===== src/rtl/key_cond_pkg.sv =====
// Shared definitions for the key conditioner: status-word field offsets,
// key count limit and the per-key auto-repeat state encoding.
package key_cond_pkg;

  localparam int LEVEL_LSB   = 0;
  localparam int PRESS_LSB   = 4;
  localparam int RELEASE_LSB = 8;
  localparam int OVERRUN_LSB = 12;
  localparam int MAX_KEYS    = 4;

  typedef enum logic [1:0] {
    IDLE   = 2'd0,
    DELAY  = 2'd1,
    REPEAT = 2'd2
  } rpt_state_e;

  // Counter width able to hold 0..n-1, never narrower than one bit.
  function automatic int cnt_width(input int n);
    return (n > 1) ? $clog2(n) : 1;
  endfunction

endpackage


===== src/rtl/key_conditioner_if.sv =====
// Button/status bundle between the board keys, the MCU port and the conditioner.
interface key_conditioner_if #(
  parameter int N_KEYS = 4
);
  import key_cond_pkg::*;

  logic [N_KEYS-1:0]   key_sw;
  logic                clr_valid;
  logic [MAX_KEYS-1:0] clr_mask;
  logic [15:0]         port_word;
  logic                key_irq;

  modport master (
    output key_sw,
    output clr_valid,
    output clr_mask,
    input  port_word,
    input  key_irq
  );

  modport slave (
    input  key_sw,
    input  clr_valid,
    input  clr_mask,
    output port_word,
    output key_irq
  );

endinterface


===== src/rtl/key_debounce_cell.sv =====
// One key: two-flop synchroniser, debounce counter, press/release edge
// detection and the auto-repeat state machine.
module key_debounce_cell
  import key_cond_pkg::*;
#(
  parameter int DB_CYCLES     = 500000,
  parameter int REPEAT_DELAY  = 25000000,
  parameter int REPEAT_PERIOD = 5000000
) (
  input  logic clk,
  input  logic reset_n,
  input  logic key_sw_i,
  output logic level_o,
  output logic press_pulse_o,
  output logic release_pulse_o,
  output logic repeat_pulse_o
);

  localparam int DB_W    = cnt_width(DB_CYCLES);
  localparam int RPT_MAX = (REPEAT_DELAY > REPEAT_PERIOD) ? REPEAT_DELAY : REPEAT_PERIOD;
  localparam int RPT_W   = cnt_width(RPT_MAX);
  localparam bit RPT_EN  = (REPEAT_DELAY > 0);

  localparam logic [DB_W-1:0]  DB_LAST     = DB_W'(DB_CYCLES - 1);
  localparam logic [RPT_W-1:0] DELAY_LAST  = RPT_W'(REPEAT_DELAY - 1);
  localparam logic [RPT_W-1:0] PERIOD_LAST = RPT_W'(REPEAT_PERIOD - 1);

  logic             sync1_q, sync2_q;
  logic             raw_pressed;
  logic [DB_W-1:0]  db_cnt_q, db_cnt_d;
  logic             level_q, level_d;
  logic             level_dly_q;
  logic             press_pulse;
  rpt_state_e       state_q, state_d;
  logic [RPT_W-1:0] rpt_cnt_q, rpt_cnt_d;
  logic             rpt_pulse;

  // Released key idles high, so the synchroniser resets to "not pressed".
  always_ff @(posedge clk or negedge reset_n) begin
    if (!reset_n) begin
      sync1_q <= 1'b1;
      sync2_q <= 1'b1;
    end else begin
      sync1_q <= key_sw_i;
      sync2_q <= sync1_q;
    end
  end

  assign raw_pressed = ~sync2_q;

  always_comb begin
    db_cnt_d = '0;
    level_d  = level_q;
    if (raw_pressed != level_q) begin
      if (db_cnt_q == DB_LAST) begin
        level_d = ~level_q;
      end else begin
        db_cnt_d = db_cnt_q + DB_W'(1);
      end
    end
  end

  assign press_pulse     = level_q & ~level_dly_q;
  assign press_pulse_o   = press_pulse;
  assign release_pulse_o = ~level_q & level_dly_q;

  // A released key always drops back to IDLE without emitting a repeat.
  always_comb begin
    state_d   = state_q;
    rpt_cnt_d = rpt_cnt_q;
    rpt_pulse = 1'b0;
    if (!level_q) begin
      state_d   = IDLE;
      rpt_cnt_d = '0;
    end else begin
      unique case (state_q)
        IDLE: begin
          if (RPT_EN && press_pulse) begin
            state_d   = DELAY;
            rpt_cnt_d = '0;
          end
        end
        DELAY: begin
          if (rpt_cnt_q == DELAY_LAST) begin
            rpt_pulse = 1'b1;
            state_d   = REPEAT;
            rpt_cnt_d = '0;
          end else begin
            rpt_cnt_d = rpt_cnt_q + RPT_W'(1);
          end
        end
        REPEAT: begin
          if (rpt_cnt_q == PERIOD_LAST) begin
            rpt_pulse = 1'b1;
            rpt_cnt_d = '0;
          end else begin
            rpt_cnt_d = rpt_cnt_q + RPT_W'(1);
          end
        end
        default: begin
          state_d   = IDLE;
          rpt_cnt_d = '0;
        end
      endcase
    end
  end

  always_ff @(posedge clk or negedge reset_n) begin
    if (!reset_n) begin
      db_cnt_q    <= '0;
      level_q     <= 1'b0;
      level_dly_q <= 1'b0;
      state_q     <= IDLE;
      rpt_cnt_q   <= '0;
    end else begin
      db_cnt_q    <= db_cnt_d;
      level_q     <= level_d;
      level_dly_q <= level_q;
      state_q     <= state_d;
      rpt_cnt_q   <= rpt_cnt_d;
    end
  end

  assign level_o        = level_q;
  assign repeat_pulse_o = rpt_pulse;

endmodule


===== src/rtl/key_conditioner.sv =====
// Push-button conditioner: per-key debounce cells feeding sticky, software
// cleared event flags, the packed MCU status word and the press interrupt.
module key_conditioner
  import key_cond_pkg::*;
#(
  parameter int N_KEYS        = 4,
  parameter int DB_CYCLES     = 500000,
  parameter int REPEAT_DELAY  = 25000000,
  parameter int REPEAT_PERIOD = 5000000
) (
  input  logic               clk,
  input  logic               reset_n,
  key_conditioner_if.slave   bus
);

  logic [N_KEYS-1:0] level;
  logic [N_KEYS-1:0] press_ev;
  logic [N_KEYS-1:0] release_ev;
  logic [N_KEYS-1:0] clr_sel;
  logic [N_KEYS-1:0] press_q,   press_d;
  logic [N_KEYS-1:0] release_q, release_d;
  logic [N_KEYS-1:0] overrun_q, overrun_d;
  logic              key_irq_q, key_irq_d;
  logic [15:0]       status_word;

  for (genvar i = 0; i < N_KEYS; i++) begin : g_key
    logic press_pulse;
    logic repeat_pulse;

    key_debounce_cell #(
      .DB_CYCLES     (DB_CYCLES),
      .REPEAT_DELAY  (REPEAT_DELAY),
      .REPEAT_PERIOD (REPEAT_PERIOD)
    ) u_cell (
      .clk             (clk),
      .reset_n         (reset_n),
      .key_sw_i        (bus.key_sw[i]),
      .level_o         (level[i]),
      .press_pulse_o   (press_pulse),
      .release_pulse_o (release_ev[i]),
      .repeat_pulse_o  (repeat_pulse)
    );

    assign press_ev[i] = press_pulse | repeat_pulse;
  end

  assign clr_sel = bus.clr_valid ? bus.clr_mask[N_KEYS-1:0] : '0;

  // New events override a simultaneous clear; overrun latches any event that
  // lands on a press flag software has not yet consumed.
  always_comb begin
    press_d   = press_ev | (press_q & ~clr_sel);
    release_d = release_ev | (release_q & ~clr_sel);
    overrun_d = (press_ev & press_q) | (overrun_q & ~clr_sel);
  end

  assign key_irq_d = |press_q;

  always_ff @(posedge clk or negedge reset_n) begin
    if (!reset_n) begin
      press_q   <= '0;
      release_q <= '0;
      overrun_q <= '0;
      key_irq_q <= 1'b0;
    end else begin
      press_q   <= press_d;
      release_q <= release_d;
      overrun_q <= overrun_d;
      key_irq_q <= key_irq_d;
    end
  end

  always_comb begin
    status_word = '0;
    status_word[LEVEL_LSB   +: N_KEYS] = level;
    status_word[PRESS_LSB   +: N_KEYS] = press_q;
    status_word[RELEASE_LSB +: N_KEYS] = release_q;
    status_word[OVERRUN_LSB +: N_KEYS] = overrun_q;
  end

  assign bus.port_word = status_word;
  assign bus.key_irq   = key_irq_q;

endmodule


===== src/flat_wrapper.sv =====
// flat-port wrapper written by rule: the top's interface ports become plain ports
module key_conditioner_flat import key_cond_pkg::*;
#(
  parameter int N_KEYS        = 4,
  parameter int DB_CYCLES     = 500000,
  parameter int REPEAT_DELAY  = 25000000,
  parameter int REPEAT_PERIOD = 5000000
)
  (clk, reset_n, bus_key_sw, bus_clr_valid, bus_clr_mask, bus_port_word, bus_key_irq);
  key_conditioner_if #(.N_KEYS(N_KEYS)) bus_i ();
  input  logic clk;
  input  logic reset_n;
  input wire logic [$bits(bus_i.key_sw)-1:0] bus_key_sw;
  input wire logic [$bits(bus_i.clr_valid)-1:0] bus_clr_valid;
  input wire logic [$bits(bus_i.clr_mask)-1:0] bus_clr_mask;
  output wire logic [$bits(bus_i.port_word)-1:0] bus_port_word;
  output wire logic [$bits(bus_i.key_irq)-1:0] bus_key_irq;
  assign bus_i.key_sw = bus_key_sw;
  assign bus_i.clr_valid = bus_clr_valid;
  assign bus_i.clr_mask = bus_clr_mask;
  assign bus_port_word = bus_i.port_word;
  assign bus_key_irq = bus_i.key_irq;
  key_conditioner #(.N_KEYS(N_KEYS), .DB_CYCLES(DB_CYCLES), .REPEAT_DELAY(REPEAT_DELAY), .REPEAT_PERIOD(REPEAT_PERIOD)) u_core (.clk(clk), .reset_n(reset_n), .bus(bus_i));
endmodule

===== config.mk =====
export PLATFORM = sky130hd
export DESIGN_NAME = key_conditioner_flat
export DESIGN_NICKNAME = d
export VERILOG_FILES = /design/src/rtl/key_cond_pkg.sv /design/src/rtl/key_conditioner_if.sv /design/src/rtl/key_debounce_cell.sv /design/src/rtl/key_conditioner.sv /design/src/flat_wrapper.sv
export SDC_FILE = /design/constraint.sdc
export NUM_CORES = 1
export LEC_CHECK = 0
export CAP_MARGIN = 5
export CELL_PAD_IN_SITES_DETAIL_PLACEMENT = 0
export CELL_PAD_IN_SITES_GLOBAL_PLACEMENT = 2
export CORE_MARGIN = 10
export CORE_UTILIZATION = 40
export CTS_CLUSTER_DIAMETER = 60
export DETAILED_ROUTE_END_ITERATION = 6
export GPL_TIMING_DRIVEN = 0
export HOLD_SLACK_MARGIN = 0.02
export PLACE_DENSITY = 0.88
export SKIP_LAST_GASP = 1
export SLEW_MARGIN = 30
export SYNTH_ARGS = -nofsm -noshare
export SYNTH_HDL_FRONTEND = slang
export SYNTH_HIERARCHICAL = 1
export SYNTH_SLANG_ARGS = --single-unit

===== constraint.sdc =====
create_clock -name clk -period 3.33 [get_ports clk]
set_input_delay 0.4995 -clock clk [delete_from_list [all_inputs] [get_ports clk]]
set_output_delay 0.4995 -clock clk [all_outputs]
set_load 0.02 [all_outputs]

==> impl_metrics.py <==
metrics = {
    "synthesis": {
        "synthMuxAreaShare_pct": 0.816,
        "syn-instance-count": 1370,
        "ys_seq_area_share_pct": 43.0,
        "synth_edf_count": 0,
        "synth_cell_types": 63,
        "syn_area_mm2": 0.0124,
        "synth_top_area_cell": "dfrtp_1",
        "synth_top_family_by_area": "simple AND/OR/NAND/NOR gates",
        "ys_ff_latch": 213,
        "synth-compound-area-share_pct": 16.1,
        "yosys_warnings": 6,
        "synthSimpleGateAreaFrac_pct": 28.1,
        "syn-num-nets": 1405,
        "postSynthAreaPerCell_um2": 9.07,
        "ys_top_cells_by_area": "dfrtp_1, nand2_1, nor2_1",
        "synth_flop_cell": "dfrtp_1",
        "synthXorXnorAreaFrac_pct": 5.01,
        "yosysTopAreaCellShare_pct": 41.3,
        "synthAdderAreaFrac_pct": 2.42,
        "ys_async_sr_fraction_pct": 100,
    },
    "routing": {
        "via_per_inst": 5.61,
        "vias": 10364,
        "wl_mm": 30.9,
        "first_pass_iters": 5,
        "drt_drc_violations_left": 0,
        "antenna_left": 0,
        "wire_per_inst_um": 16.7,
        "drt_iter0_markers": 775,
    },
    "placed_design": {
        "port_buffers": 27,
        "dp.cells": 1796,
        "dp_hpwl_mm": 21.2,
        "globalplace.congestion": 0.869,
        "post-place-ws_ps": 620,
    },
    "final_layout": {
        "num_antenna_cells": 0,
        "drive_gt1_share_pct": 9.29,
        "register_area_mm2": 0.00534,
        "multi_input_area_mm2": 0.00652,
        "fin_cells": 1849,
        "utilization_pct": 46.6,
        "final_cell_mix": "dfrtp_1, nand2_1, nor2_1",
        "nets": 1467,
        "final_common_cell": "dfrtp_1",
        "n_fill_cell": 2978,
        "area_delta_synth_final_pct": 14.7,
    },
    "power_and_ir_drop": {
        "p_leak_nw": 5.92,
        "power.density_mw_per_mm2": 407,
        "ir_drop_mv": 0.390,
    },
    "cts": {
        "cts_tree": "yes",
        "post-cts-setup-buffers": 0,
        "clkLatencyLatePin_ps": 550,
        "clock-sinks": 213,
        "htreeDepth": 1,
        "cts_buffers": 29,
        "clk_path_buf_depth": 3,
        "clk_pin_slew_ps": 60,
        "cts_resized": 0,
        "cts_root_buf": "clkbuf_16",
    },
    "floorplanning": {
        "io_pins": 28,
        "dieWidth_um": 196,
        "start_util_pct": 40.6,
        "chipHeight_um": 196,
        "design.core.area_mm2": 0.0306,
        "fp-row-count": 64,
        "die_area_mm2": 0.0385,
    },
    "critical_path": {
        "arrival_ps": 3170,
        "worst_setup_path_start_kind": "register",
        "critPathMaxFanout": 10,
        "path_buf_inv": 2,
        "worstSetupPathType": "register to register",
        "path_cells": "or4_1 -> or4_1 -> o41a_1 -> buf_6 -> buf_6 -> o211ai_1 -> a22oi_1",
        "regToRegSetupSlack_ps": 580,
        "end_kind": "register",
        "slowest_stage": "or4_1",
        "path_delay_family": "simple AND/OR/NAND/NOR gates",
        "critPathMaxStageDelay_ps": 560,
        "cp.required_ps": 3750,
    },
    "grt": {
        "overflow": 0,
        "antenna_found_initial": 0,
        "grt_max_degree": 79,
        "grt_pass1_vias": 10192,
        "grt_pass1_wl_mm": 53.1,
        "grt_usage_pct": 16.1,
    },
    "status": {
        "status": "complete, no violations",
    },
    "timing": {
        "whs_ps": 357,
        "rsz0062_at_grt": "no",
        "fmax_ghz": 0.364,
        "finalHoldViolCount": 0,
        "fin_ws_ps": 579,
        "period_share_pct": 82.6,
        "slew_headroom_pct": 30.9,
        "skew_ps": 14.9,
        "drv_slew": 0,
        "setup_viol": 0,
        "finalSetupTns_ps": 0,
        "finalCriticalPeriod_ps": 2750,
        "worst_slew_pin_slew_ps": 1030,
    },
    "run": {
        "maxCapViolCount": 0,
    },
    "worst_hold_path": {
        "hold_class": "primary input to register",
    },
}
==> worst reg2reg max path: stages (launching register included) <==
cell	delay (ps)
dfrtp_1	450
or4_1	560
or4_1	560
o41a_1	450
buf_6	150
buf_6	150
o211ai_1	210
a22oi_1	90
==> power by group <==
| group | internal, mW | leakage [nW] | switching [mW] |
|---|---|---|---|
| clock network | 1.85 | 0.447 | 1.20 |
| registers | 2.61 | 2.94 | 0.0146 |
| logic | 0.0382 | 2.53 | 0.0879 |
| total | 4.49 | 5.92 | 1.30 |
==> final timing paths <==
path,depth (start not counted),start,to
max in group asynchronous,4,reset_n,u_core/g_key[2].u_cell/sync1_q$_DFF_PN1_
min,1,bus_key_sw[1],u_core/g_key[1].u_cell/sync1_q$_DFF_PN1_
max,7,u_core/g_key[0].u_cell/rpt_cnt_q[10]$_DFFE_PN0P_,u_core/g_key[0].u_cell/rpt_cnt_q[18]$_DFFE_PN0P_
min in group asynchronous,2,reset_n,u_core/g_key[3].u_cell/rpt_cnt_q[18]$_DFFE_PN0P_
min reg2reg,0,u_core/g_key[1].u_cell/sync1_q$_DFF_PN1_,u_core/g_key[1].u_cell/sync2_q$_DFF_PN1_
max reg2reg,7,u_core/g_key[0].u_cell/rpt_cnt_q[10]$_DFFE_PN0P_,u_core/g_key[0].u_cell/rpt_cnt_q[18]$_DFFE_PN0P_
==> registers in the layout, summed over array words and instances (netlist names) <==
| register | flops |
|---|---|
| u_core/g_key.u_cell/level_o | 4 |
| u_core/overrun_q | 4 |
| u_core/g_key.u_cell/db_cnt_q | 76 |
| u_core/release_q | 4 |
| u_core/g_key.u_cell/level_dly_q | 4 |
| u_core/g_key.u_cell/rpt_cnt_q | 100 |
| u_core/bus.key_irq | 1 |
| u_core/g_key.u_cell/sync1_q | 4 |
| u_core/press_q | 4 |
| u_core/g_key.u_cell/sync2_q | 4 |
| u_core/g_key.u_cell/state_q | 8 |
==> metrics by stage <==
step | area [um2] | power, mW
CTS | 14200 | 5.91
floorplan | 12400 | 2.71
detailed placement | 13300 | 2.80
global route | 14200 | 6.03
finish | 14200 | 5.80
global placement | 13200 | 2.79
==> logic make-up after synthesis <==
logic type,count (synthesis)
AO/OA/AOI/OAI,247
XOR/XNOR,71
adder cells (fa/ha/maj),24
buffers and inverters,126
flip-flops,213
multiplexers,10
AND/OR/NAND/NOR,679
==> synth_stat cells, types with 14 or more instances <==
| library cell | instances |
|---|---|
| a21oi_1 | 28 |
| a22oi_1 | 25 |
| and2_1 | 19 |
| and3_1 | 29 |
| clkbuf_1 | 60 |
| dfrtp_1 | 205 |
| ha_1 | 24 |
| inv_1 | 50 |
| nand2_1 | 191 |
| nand3_1 | 55 |
| nand4_1 | 54 |
| nor2_1 | 151 |
| nor3_1 | 31 |
| nor4_1 | 37 |
| o211ai_1 | 25 |
| o211ai_2 | 27 |
| o21ai_1 | 15 |
| o221ai_1 | 42 |
| or2_2 | 15 |
| or3_1 | 14 |
| xnor2_1 | 24 |
| xor2_1 | 47 |
==> layout make-up <==
| type | instances | area share (%) |
|---|---|---|
| Multi-Input combinational cell | 1031 | 45.8 |
| Sequential cell | 213 | 37.5 |
| Clock buffer | 38 | 5.61 |
| Tap cell | 396 | 3.48 |
| Buffer | 76 | 2.71 |
| Timing Repair Buffer | 31 | 2.58 |
| Inverter | 50 | 1.32 |
| Clock inverter | 14 | 1.03 |
==> what timing repair did <==
item,in CTS,in global routing
endpoints found under the hold margin,30,0
hold buffers,1,0
endpoints found under the setup margin,0,0
==> metal layers <==
metal	vias up	routed length, um	track usage [%]	part of all wire [%]
met2	191	14000	25.7	45
met4	0	817	5.66	2.6
met3	57	1190	2.10	3.8
li1	5105	-	-	-
met1	5011	14900	21.8	48
met5	-	0	0	0
Note: power is estimated with default switching activity, not from simulation.
